==> config.mk <==
export PLATFORM = sky130hd
export DESIGN_NAME = frame_bbox_extractor
export DESIGN_NICKNAME = d
export VERILOG_FILES = /design/src/rtl/bbox_pkg.sv /design/src/rtl/bbox_axis_tracker.sv /design/src/rtl/frame_bbox_extractor.sv
export SDC_FILE = /design/constraint.sdc
export NUM_CORES = 1
export LEC_CHECK = 0
export BUFFER_PORTS_ARGS = -buffer_cell sky130_fd_sc_hd__buf_4
export CAP_MARGIN = 20
export CORE_MARGIN = 2
export CORE_UTILIZATION = 40
export DETAILED_ROUTE_END_ITERATION = 16
export SKIP_CTS_REPAIR_TIMING = 1
export SLEW_MARGIN = 30
export SYNTH_ARGS = -nofsm -noshare
export SYNTH_HDL_FRONTEND = slang
export SYNTH_SLANG_ARGS = --single-unit
==> constraint.sdc <==
create_clock -name clk_in -period 2.49 [get_ports clk_in]
set_clock_uncertainty 0.2 [all_clocks]
set_input_delay 0.747 -clock clk_in [delete_from_list [all_inputs] [get_ports clk_in]]
set_output_delay 0.747 -clock clk_in [all_outputs]
set_load 0.03 [all_outputs]
==> src/rtl/bbox_pkg.sv <==
// bbox_pkg: shared widths, the bounding-box result type and the cleared
// accumulator values for frame_bbox_extractor and its helpers.
//   HCOUNT_W/VCOUNT_W/PIXEL_W/COUNT_W : raster, pixel and counter widths
//   bbox_t                            : x, y, width, height of a box
//   *_CLR                             : accumulator values at the start of a frame
package bbox_pkg;

  localparam int HCOUNT_W = 11;
  localparam int VCOUNT_W = 10;
  localparam int PIXEL_W  = 12;
  localparam int COUNT_W  = 20;

  typedef struct packed {
    logic [HCOUNT_W-1:0] x;
    logic [VCOUNT_W-1:0] y;
    logic [HCOUNT_W-1:0] width;
    logic [VCOUNT_W-1:0] height;
  } bbox_t;

  // Min starts at all-ones and max at zero so the first match sets both.
  localparam logic [HCOUNT_W-1:0] MIN_X_CLR = '1;
  localparam logic [HCOUNT_W-1:0] MAX_X_CLR = '0;
  localparam logic [VCOUNT_W-1:0] MIN_Y_CLR = '1;
  localparam logic [VCOUNT_W-1:0] MAX_Y_CLR = '0;
  localparam logic [COUNT_W-1:0]  COUNT_CLR = '0;
  localparam logic [COUNT_W-1:0]  COUNT_MAX = '1;

  // Saturating increment of the match counter.
  function automatic logic [COUNT_W-1:0] sat_inc(input logic [COUNT_W-1:0] c);
    return (c == COUNT_MAX) ? c : c + COUNT_W'(1);
  endfunction

endpackage

==> src/rtl/bbox_axis_tracker.sv <==
// bbox_axis_tracker: running min/max of one coordinate axis over a frame.
//   clk_in, rst_n_in : clock, asynchronous active-low reset
//   sample_in        : coord_in is a matching pixel this cycle
//   coord_in         : coordinate of the sample
//   clear_in         : reload the cleared state at the next edge
//   min_out, max_out : running min/max INCLUDING this cycle's sample, so a
//                      caller snapshotting on clear_in captures the closing
//                      pixel as part of its frame.
module bbox_axis_tracker #(
  parameter int W = 11
) (
  input  logic         clk_in,
  input  logic         rst_n_in,
  input  logic         sample_in,
  input  logic [W-1:0] coord_in,
  input  logic         clear_in,
  output logic [W-1:0] min_out,
  output logic [W-1:0] max_out
);

  logic [W-1:0] min_q;
  logic [W-1:0] max_q;

  always_comb begin
    min_out = min_q;
    max_out = max_q;
    if (sample_in) begin
      if (coord_in < min_q) min_out = coord_in;
      if (coord_in > max_q) max_out = coord_in;
    end
  end

  // Cleared state is min = all-ones, max = zero.
  always_ff @(posedge clk_in or negedge rst_n_in) begin
    if (!rst_n_in) begin
      min_q <= '1;
      max_q <= '0;
    end else if (clear_in) begin
      min_q <= '1;
      max_q <= '0;
    end else begin
      min_q <= min_out;
      max_q <= max_out;
    end
  end

endmodule

==> src/rtl/frame_bbox_extractor.sv <==
// frame_bbox_extractor: recovers the bounding box of pixels matching a target
// colour in a scanned raster and reports it once per frame.
//   clk_in, rst_n_in        : clock, asynchronous active-low reset
//   hcount_in, vcount_in    : raster position of pixel_in
//   pixel_in                : RGB444 pixel
//   valid_in                : pixel/hcount/vcount qualify this cycle
//   frame_done_in           : one-cycle pulse with or after the frame's last pixel
//   x_out, y_out            : top-left of the box (0 when not found)
//   width_out, height_out   : box size (0 when not found)
//   pixel_count_out         : matching pixels in the frame, saturating
//   found_out               : pixel count reached MIN_PIXELS
//   valid_out               : one-cycle strobe when all results update
//
// Handshake: valid_in only qualifies the pixel; frame_done_in is honoured
// regardless of valid_in. There is no ready/backpressure: the pipeline
// advances every cycle and valid_out is a pure strobe appearing in the cycle
// after the second edge following the edge that samples frame_done_in.
// Results hold between strobes.
module frame_bbox_extractor
  import bbox_pkg::*;
#(
  parameter logic [PIXEL_W-1:0] COLOR      = 12'hFFF,
  parameter logic [PIXEL_W-1:0] MASK       = 12'hFFF,
  parameter int                 H_ACTIVE   = 1280,
  parameter int                 V_ACTIVE   = 720,
  parameter int                 MIN_PIXELS = 16
) (
  input  logic                clk_in,
  input  logic                rst_n_in,
  input  logic [HCOUNT_W-1:0] hcount_in,
  input  logic [VCOUNT_W-1:0] vcount_in,
  input  logic [PIXEL_W-1:0]  pixel_in,
  input  logic                valid_in,
  input  logic                frame_done_in,
  output logic [HCOUNT_W-1:0] x_out,
  output logic [VCOUNT_W-1:0] y_out,
  output logic [HCOUNT_W-1:0] width_out,
  output logic [VCOUNT_W-1:0] height_out,
  output logic [COUNT_W-1:0]  pixel_count_out,
  output logic                found_out,
  output logic                valid_out
);

  // One extra bit so limits equal to 2**W (e.g. 2048) still compare correctly.
  localparam logic [HCOUNT_W:0]  H_LIM   = H_ACTIVE[HCOUNT_W:0];
  localparam logic [VCOUNT_W:0]  V_LIM   = V_ACTIVE[VCOUNT_W:0];
  localparam logic [COUNT_W-1:0] MIN_CNT = MIN_PIXELS[COUNT_W-1:0];

  // ---------------- Stage 1: colour match and raster window ----------------
  logic                match_d;
  logic                s1_match;
  logic [HCOUNT_W-1:0] s1_h;
  logic [VCOUNT_W-1:0] s1_v;
  logic                s1_done;

  assign match_d = valid_in
                 && (((pixel_in ^ COLOR) & MASK) == '0)
                 && ({1'b0, hcount_in} < H_LIM)
                 && ({1'b0, vcount_in} < V_LIM);

  always_ff @(posedge clk_in or negedge rst_n_in) begin
    if (!rst_n_in) begin
      s1_match <= 1'b0;
      s1_h     <= '0;
      s1_v     <= '0;
      s1_done  <= 1'b0;
    end else begin
      s1_match <= match_d;
      s1_h     <= hcount_in;
      s1_v     <= vcount_in;
      s1_done  <= frame_done_in;
    end
  end

  // ---------------- Stage 2: accumulate and snapshot ----------------
  logic [HCOUNT_W-1:0] min_x, max_x;
  logic [VCOUNT_W-1:0] min_y, max_y;
  logic [COUNT_W-1:0]  count_q;
  logic [COUNT_W-1:0]  count_next;

  bbox_axis_tracker #(.W(HCOUNT_W)) u_x_tracker (
    .clk_in    (clk_in),
    .rst_n_in  (rst_n_in),
    .sample_in (s1_match),
    .coord_in  (s1_h),
    .clear_in  (s1_done),
    .min_out   (min_x),
    .max_out   (max_x)
  );

  bbox_axis_tracker #(.W(VCOUNT_W)) u_y_tracker (
    .clk_in    (clk_in),
    .rst_n_in  (rst_n_in),
    .sample_in (s1_match),
    .coord_in  (s1_v),
    .clear_in  (s1_done),
    .min_out   (min_y),
    .max_out   (max_y)
  );

  assign count_next = s1_match ? sat_inc(count_q) : count_q;

  logic [HCOUNT_W-1:0] snap_min_x, snap_max_x;
  logic [VCOUNT_W-1:0] snap_min_y, snap_max_y;
  logic [COUNT_W-1:0]  snap_count;
  logic                s2_done;

  // Snapshot takes the *_next values so a match coincident with frame_done
  // belongs to the closing frame; the counter restarts from zero.
  always_ff @(posedge clk_in or negedge rst_n_in) begin
    if (!rst_n_in) begin
      count_q    <= COUNT_CLR;
      snap_min_x <= MIN_X_CLR;
      snap_max_x <= MAX_X_CLR;
      snap_min_y <= MIN_Y_CLR;
      snap_max_y <= MAX_Y_CLR;
      snap_count <= COUNT_CLR;
      s2_done    <= 1'b0;
    end else begin
      s2_done <= s1_done;
      if (s1_done) begin
        snap_min_x <= min_x;
        snap_max_x <= max_x;
        snap_min_y <= min_y;
        snap_max_y <= max_y;
        snap_count <= count_next;
        count_q    <= COUNT_CLR;
      end else begin
        count_q <= count_next;
      end
    end
  end

  // ---------------- Stage 3: report ----------------
  logic  found_d;
  bbox_t box_d;
  bbox_t box_q;

  assign found_d = (snap_count >= MIN_CNT);

  always_comb begin
    box_d = '0;
    if (found_d) begin
      box_d.x      = snap_min_x;
      box_d.y      = snap_min_y;
      box_d.width  = snap_max_x - snap_min_x + HCOUNT_W'(1);
      box_d.height = snap_max_y - snap_min_y + VCOUNT_W'(1);
    end
  end

  always_ff @(posedge clk_in or negedge rst_n_in) begin
    if (!rst_n_in) begin
      box_q           <= '0;
      pixel_count_out <= '0;
      found_out       <= 1'b0;
      valid_out       <= 1'b0;
    end else begin
      valid_out <= s2_done;
      if (s2_done) begin
        box_q           <= box_d;
        pixel_count_out <= snap_count;
        found_out       <= found_d;
      end
    end
  end

  assign x_out      = box_q.x;
  assign y_out      = box_q.y;
  assign width_out  = box_q.width;
  assign height_out = box_q.height;

endmodule

== Word-level counts from Yosys, hierarchy flattened ==
Index checks and enable logic that the tools add are counted.

* Add/subtract/negate cells: 5
* Magnitude comparators: 7
* Eq/ne operators: 1
* Muxes and demuxes: 16
* Bitwise gates (word level): 1
* Reductions and logical operators: 4

{| class="wikitable"
|+ Operators by type and width
! cell !! count
|-
| 11-bit 2-to-1 mux || 6
|-
| 10-bit 2-to-1 mux || 6
|-
| 20-bit 2-to-1 mux || 3
|-
| 42-bit 2-to-1 mux || 1
|-
| 20-bit by 1-bit adder with 20-bit output (second input constant) || 1
|-
| 20-bit == test (second input constant) || 1
|-
| 20-bit by 5-bit >= comparator with 1-bit output (second input constant) || 1
|-
| 12-bit zero test || 1
|-
| 12-bit NOT || 1
|-
| 11-bit by 1-bit adder with 11-bit output (second input constant) || 1
|-
| 11-bit > comparator || 1
|-
| 11-bit less-than comparator || 1
|-
| 11-bit less-than comparator (second input constant) || 1
|-
| 11-bit subtractor || 1
|-
| 10-bit by 1-bit adder with 10-bit output (second input constant) || 1
|-
| 10-bit > comparator || 1
|-
| 10-bit less-than comparator || 1
|-
| 10-bit less-than comparator (second input constant) || 1
|-
| 10-bit subtractor || 1
|-
| 1-bit logical AND || 3
|}

* Register bits after elaboration: 212
* Bits of input ports: 37
* Output and inout port bits: 64
* Logic and storage cells: 56

== Depth between registers and ports, before layout ==
* Depth after elaboration: 5
* Gate-level depth with buffers: 12

== Hierarchy ==
A second synthesis with hierarchy kept.

* Cells, all modules: 981
* Area total of the unflattened synthesis: 10859.2 um^2

{| class="wikitable"
|+ By module, submodules not included
! module !! times used !! cells an instance !! area each (um^2) !! sequential area each (um^2)
|-
| frame_bbox_extractor || 1 || 605 || 7353.3 || 4280.4
|-
| bbox_axis_tracker (u_x_tracker) || 1 || 204 || 1785.5 || 564.3
|-
| bbox_axis_tracker (u_y_tracker) || 1 || 172 || 1720.4 || 513.0
|}

== Worst setup path after synthesis ==
No wires, ideal clock.

* Kind: register to register
* Start point: reg snap_min_x[2]
* End point: reg box_q, in the netlist width_out[10]
* Data arrival time: 2.381 ns
* Data required time: 2.169 ns
* Setup slack: -0.212 ns
* Stages on the path, launching flop included: 10
* Clock period less this slack: 2.702 ns
* Path through: dfstp_2 inv_1 ha_1 ha_1 a211oi_2 o21ai_1 a2111o_1 a31oi_1 xnor2_1 a22o_1

* Cells in the longest elaborated chain, start to end: 3

{| class="wikitable"
|+ RTL lines
! item !! RTL line !! RTL
|-
| from (decl) || frame_bbox_extractor.sv:103 || <nowiki>logic [HCOUNT_W-1:0] snap_min_x, snap_max_x;</nowiki>
|-
| from (signal assigned) || frame_bbox_extractor.sv:122 || <nowiki>snap_min_x <= min_x;</nowiki>
|-
| 11-bit subtractor || frame_bbox_extractor.sv:146 || <nowiki>box_d.width = snap_max_x - snap_min_x + HCOUNT_W'(1);</nowiki>
|-
| 11-bit by 1-bit adder with 11-bit output || frame_bbox_extractor.sv:146 ||
|-
| 42-bit 2-to-1 mux || frame_bbox_extractor.sv:143 || <nowiki>if (found_d) begin</nowiki>
|-
| to (signal assigned) || frame_bbox_extractor.sv:160 || <nowiki>box_q <= box_d;</nowiki>
|-
| to (decl) || frame_bbox_extractor.sv:137 || <nowiki>bbox_t box_q;</nowiki>
|}

No other way between the ends.
A chain may end at the register's enable or synchronous reset.

== Worst setup path after layout ==
* Start point: reg snap_min_x[1]
* End point: reg box_q, in the netlist width_out[9]

The elaborated chain is that of the path after synthesis.

==> impl_metrics.toml <==
[status]
status = "complete, but fails checks"
violations = "setup timing"

[clock_tree]
clk_latency_ns = 0.52
htree_num_levels = 1
clk_pin_slew_worst_paths_ns = 0.06
cts_buffer_depth = 3
cts_num_sinks = 212
cts_root_buffer = "clkbuf_16"
cts_tree = "done"
cts_buffers = 24

[power_and_ir_drop]
power_frac_comb = 0.112
p_sw_mw = 2.083
p_clk_frac = 0.445
swShare = 0.2487
leakage_nw = 6.265
power_mw = 8.376
p_int_mw = 6.293
p_per_area_nw_per_um2 = 652.1
p_seq_frac = 0.444
ir_drop_mv = 0.4943

[finish]
layout_commonest_cell = "dfrtp_1"
nNetsFinal = 1185
diodes = 0
final_cell_mix = "169 x dfrtp_1, 162 x buf_4, 117 x nor2_1"
regArea_um2 = 5361
syn_to_final_growth_pct = 28.31
drive_above_1_share = 0.3155
fill_cells = 2150
multi_input_area_um2 = 4578
final_cell_area_um2 = 12840

[worst_setup_path]
startpoint = "snap_min_x[1]"
criticalPathCategory = "flop to flop"
required_ns = 2.69
path_cells = "ha_1 -> inv_2 -> buf_4 -> fa_2 -> a21oi_2 -> nor2b_2 -> o31a_1 -> o41ai_2 -> xnor2_1 -> a22o_1"
crit_arrival_ns = 2.85
critPathTopFamily = "compound AO/OA/AOI/OAI gates"
start_kind = "flop"
critPathSlowestCell = "dfstp_2"
cp-end-kind = "flop"
path_buf_inv = 2
reg2reg_from = "snap_min_x[1]"
slowest_delay_ns = 0.53
crit_fanout = 2

[grt]
grt_pass1_vias = 6989
use_met2 = 0.2658
grt_busiest_layer = "met2"
gr-total-overflow = 0
grtUsageTotal = 0.1736
grt_max_degree = 157
grt_util_met1 = 0.2622
antenna_found_initial = 0
met3_usage = 0.02630
grt_pass1_wl_mm = 37.10

[timing]
period_needed_ns = 2.651
worst_pin_slew_ns = 0.6911
timing.hold.ws_ns = 0.03291
final_max_slew_viol_count = 0
finalSetupViolCount = 3
period_share = 1.064
relSlewSlack = 0.5388
timing.final.ws_setup_ns = -0.1606
hold_violations = 0
rsz0062_at_grt = "true"
clock.fmax_mhz = 377.3

[die]
rows = 57
die_x_um = 162.2
initial_core_util = 0.4092
dieArea_um2 = 26310
die_h_um = 162.2
coreArea_um2 = 24460
ioPinCount = 101

[hold_path]
hold_path_class = "input port to asynchronous set/reset pin"

[run]
max-cap-violations = 0

[placed_design]
gp_congestion = 0.7731
io_buffers = 100
dp_hpwl_mm = 16.06
post-place-ws_ns = -0.1407
dpl_cell_area_um2 = 11610

[yosys]
synth_enable_flop_cells = 0
yosysUniqueCellTypes = 63
async_flop_share = 1.000
synth_cells = 912
syn_nets = 1028
yosys_warnings = 0
avgSynthCellArea_um2 = 10.98
synth_area_um2 = 10010
yosys_register_bits = 212
ys_seq_area_frac = 0.5353
synth_flop_cell = "dfrtp_1"

[routing]
firstDrtPassIters = 4
detail_route.wl_per_cell_um = 16.43
detail_route.iter0.violations = 363
viasPerCell = 5.067
drc = 0
drt_wl_total_mm = 23.18
vias = 7149
ant_nets = 0
-- flip-flops by register name, indices dropped and copies added, names as in the netlist, 11 cells and up --
| name | flops |
|---|---|
| count_q | 20 |
| pixel_count_out | 20 |
| s1_h | 11 |
| snap_count | 20 |
| snap_max_x | 11 |
| snap_min_x | 11 |
| u_x_tracker.max_q | 11 |
| u_x_tracker.min_q | 11 |
| width_out | 11 |
| x_out | 11 |
-- power by group through the flow --
stage	Sequential, mW	Combinational [mW]	Clock, mW
4_1_cts	3.71	0.911	3.82
3_5_place_dp	3.77	0.908	0
6_report	3.72	0.936	3.72
2_1_floorplan	3.93	0.307	0
5_1_grt	3.73	1.02	3.95
3_3_place_gp	3.77	0.895	0
-- synth_stat cells (5+ instances only) --
library cell	number	area, um^2
xor2_1	13	113.9
nor2_1	118	442.9
dfrtp_1	170	4254
clkbuf_1	34	127.6
a31oi_1	16	100.1
o21ai_0	30	150.1
nor4_1	5	31.28
nor3_1	6	30.03
inv_1	74	277.8
ha_1	77	963.4
nand4_1	11	68.82
nand2_1	30	112.6
xnor2_1	17	148.9
nor2b_1	5	31.28
mux2i_1	35	350.3
nand3_1	34	170.2
mux2_2	20	225.2
a21o_1	8	60.06
a22o_1	37	324.1
a211oi_1	6	45.04
a21oi_1	61	305.3
dfstp_2	42	1104
-- cell type report --
class / count / share of cell area
sequential: 212 / 0.4174
multi-input combinational: 585 / 0.3565
timing repair buffer: 171 / 0.1069
clock buffer: 35 / 0.05553
tap: 324 / 0.03156
inverter: 75 / 0.02231
clock inverter: 9 / 0.009839
-- cell families (layout without fill, tap and decap cells) --
family / after synthesis / in the layout / share of synthesized area
AO/OA/AOI/OAI: 186 / 186 / 0.1246
XOR/XNOR: 30 / 30 / 0.02625
adder cells (fa/ha/maj): 79 / 79 / 0.1002
buffers and inverters: 115 / 290 / 0.04525
flip-flops: 212 / 212 / 0.5353
multiplexers: 56 / 56 / 0.05900
AND/OR/NAND/NOR: 234 / 234 / 0.1094
-- worst reg2reg max path: stages, from the launching register on --
cell	delay, ns
dfstp_2	0.53
ha_1	0.17
inv_2	0.06
buf_4	0.13
fa_2	0.38
a21oi_2	0.17
nor2b_2	0.07
o31a_1	0.27
o41ai_2	0.27
xnor2_1	0.10
a22o_1	0.20
-- layer usage --
metal | vias up | part of all wire | wire length, um
met4 | 0 | 0.018 | 420
met1 | 3467 | 0.50 | 11570
met2 | 137 | 0.44 | 10270
met5 | - | 0 | 0
met3 | 30 | 0.040 | 923
li1 | 3515 | - | -
-- per-stage QoR --
stage	setup TNS, ns	utilization	cells
6_report	-0.2987	0.5250	1411
5_1_grt	-0.9587	0.5250	1411
4_1_cts	-1.047	0.5088	1404
3_5_place_dp	-0.7573	0.4745	1360
3_3_place_gp	-0.2437	0.4745	1360
2_1_floorplan	-0.05424	-	912
-- final timing paths --
check	slack, ns	to	cells past startpoint
hold / removal	0.03	x_out[9]	1
setup / recovery	-0.16	width_out[9]	10
min in group clk_in	0.13	s1_h[1]	1
max in group asynchronous	1.39	u_y_tracker.min_q[6]	2
hold reg to reg	0.28	found_out	1
setup reg to reg	-0.16	width_out[9]	10
(Power assumes the default switching activity.)
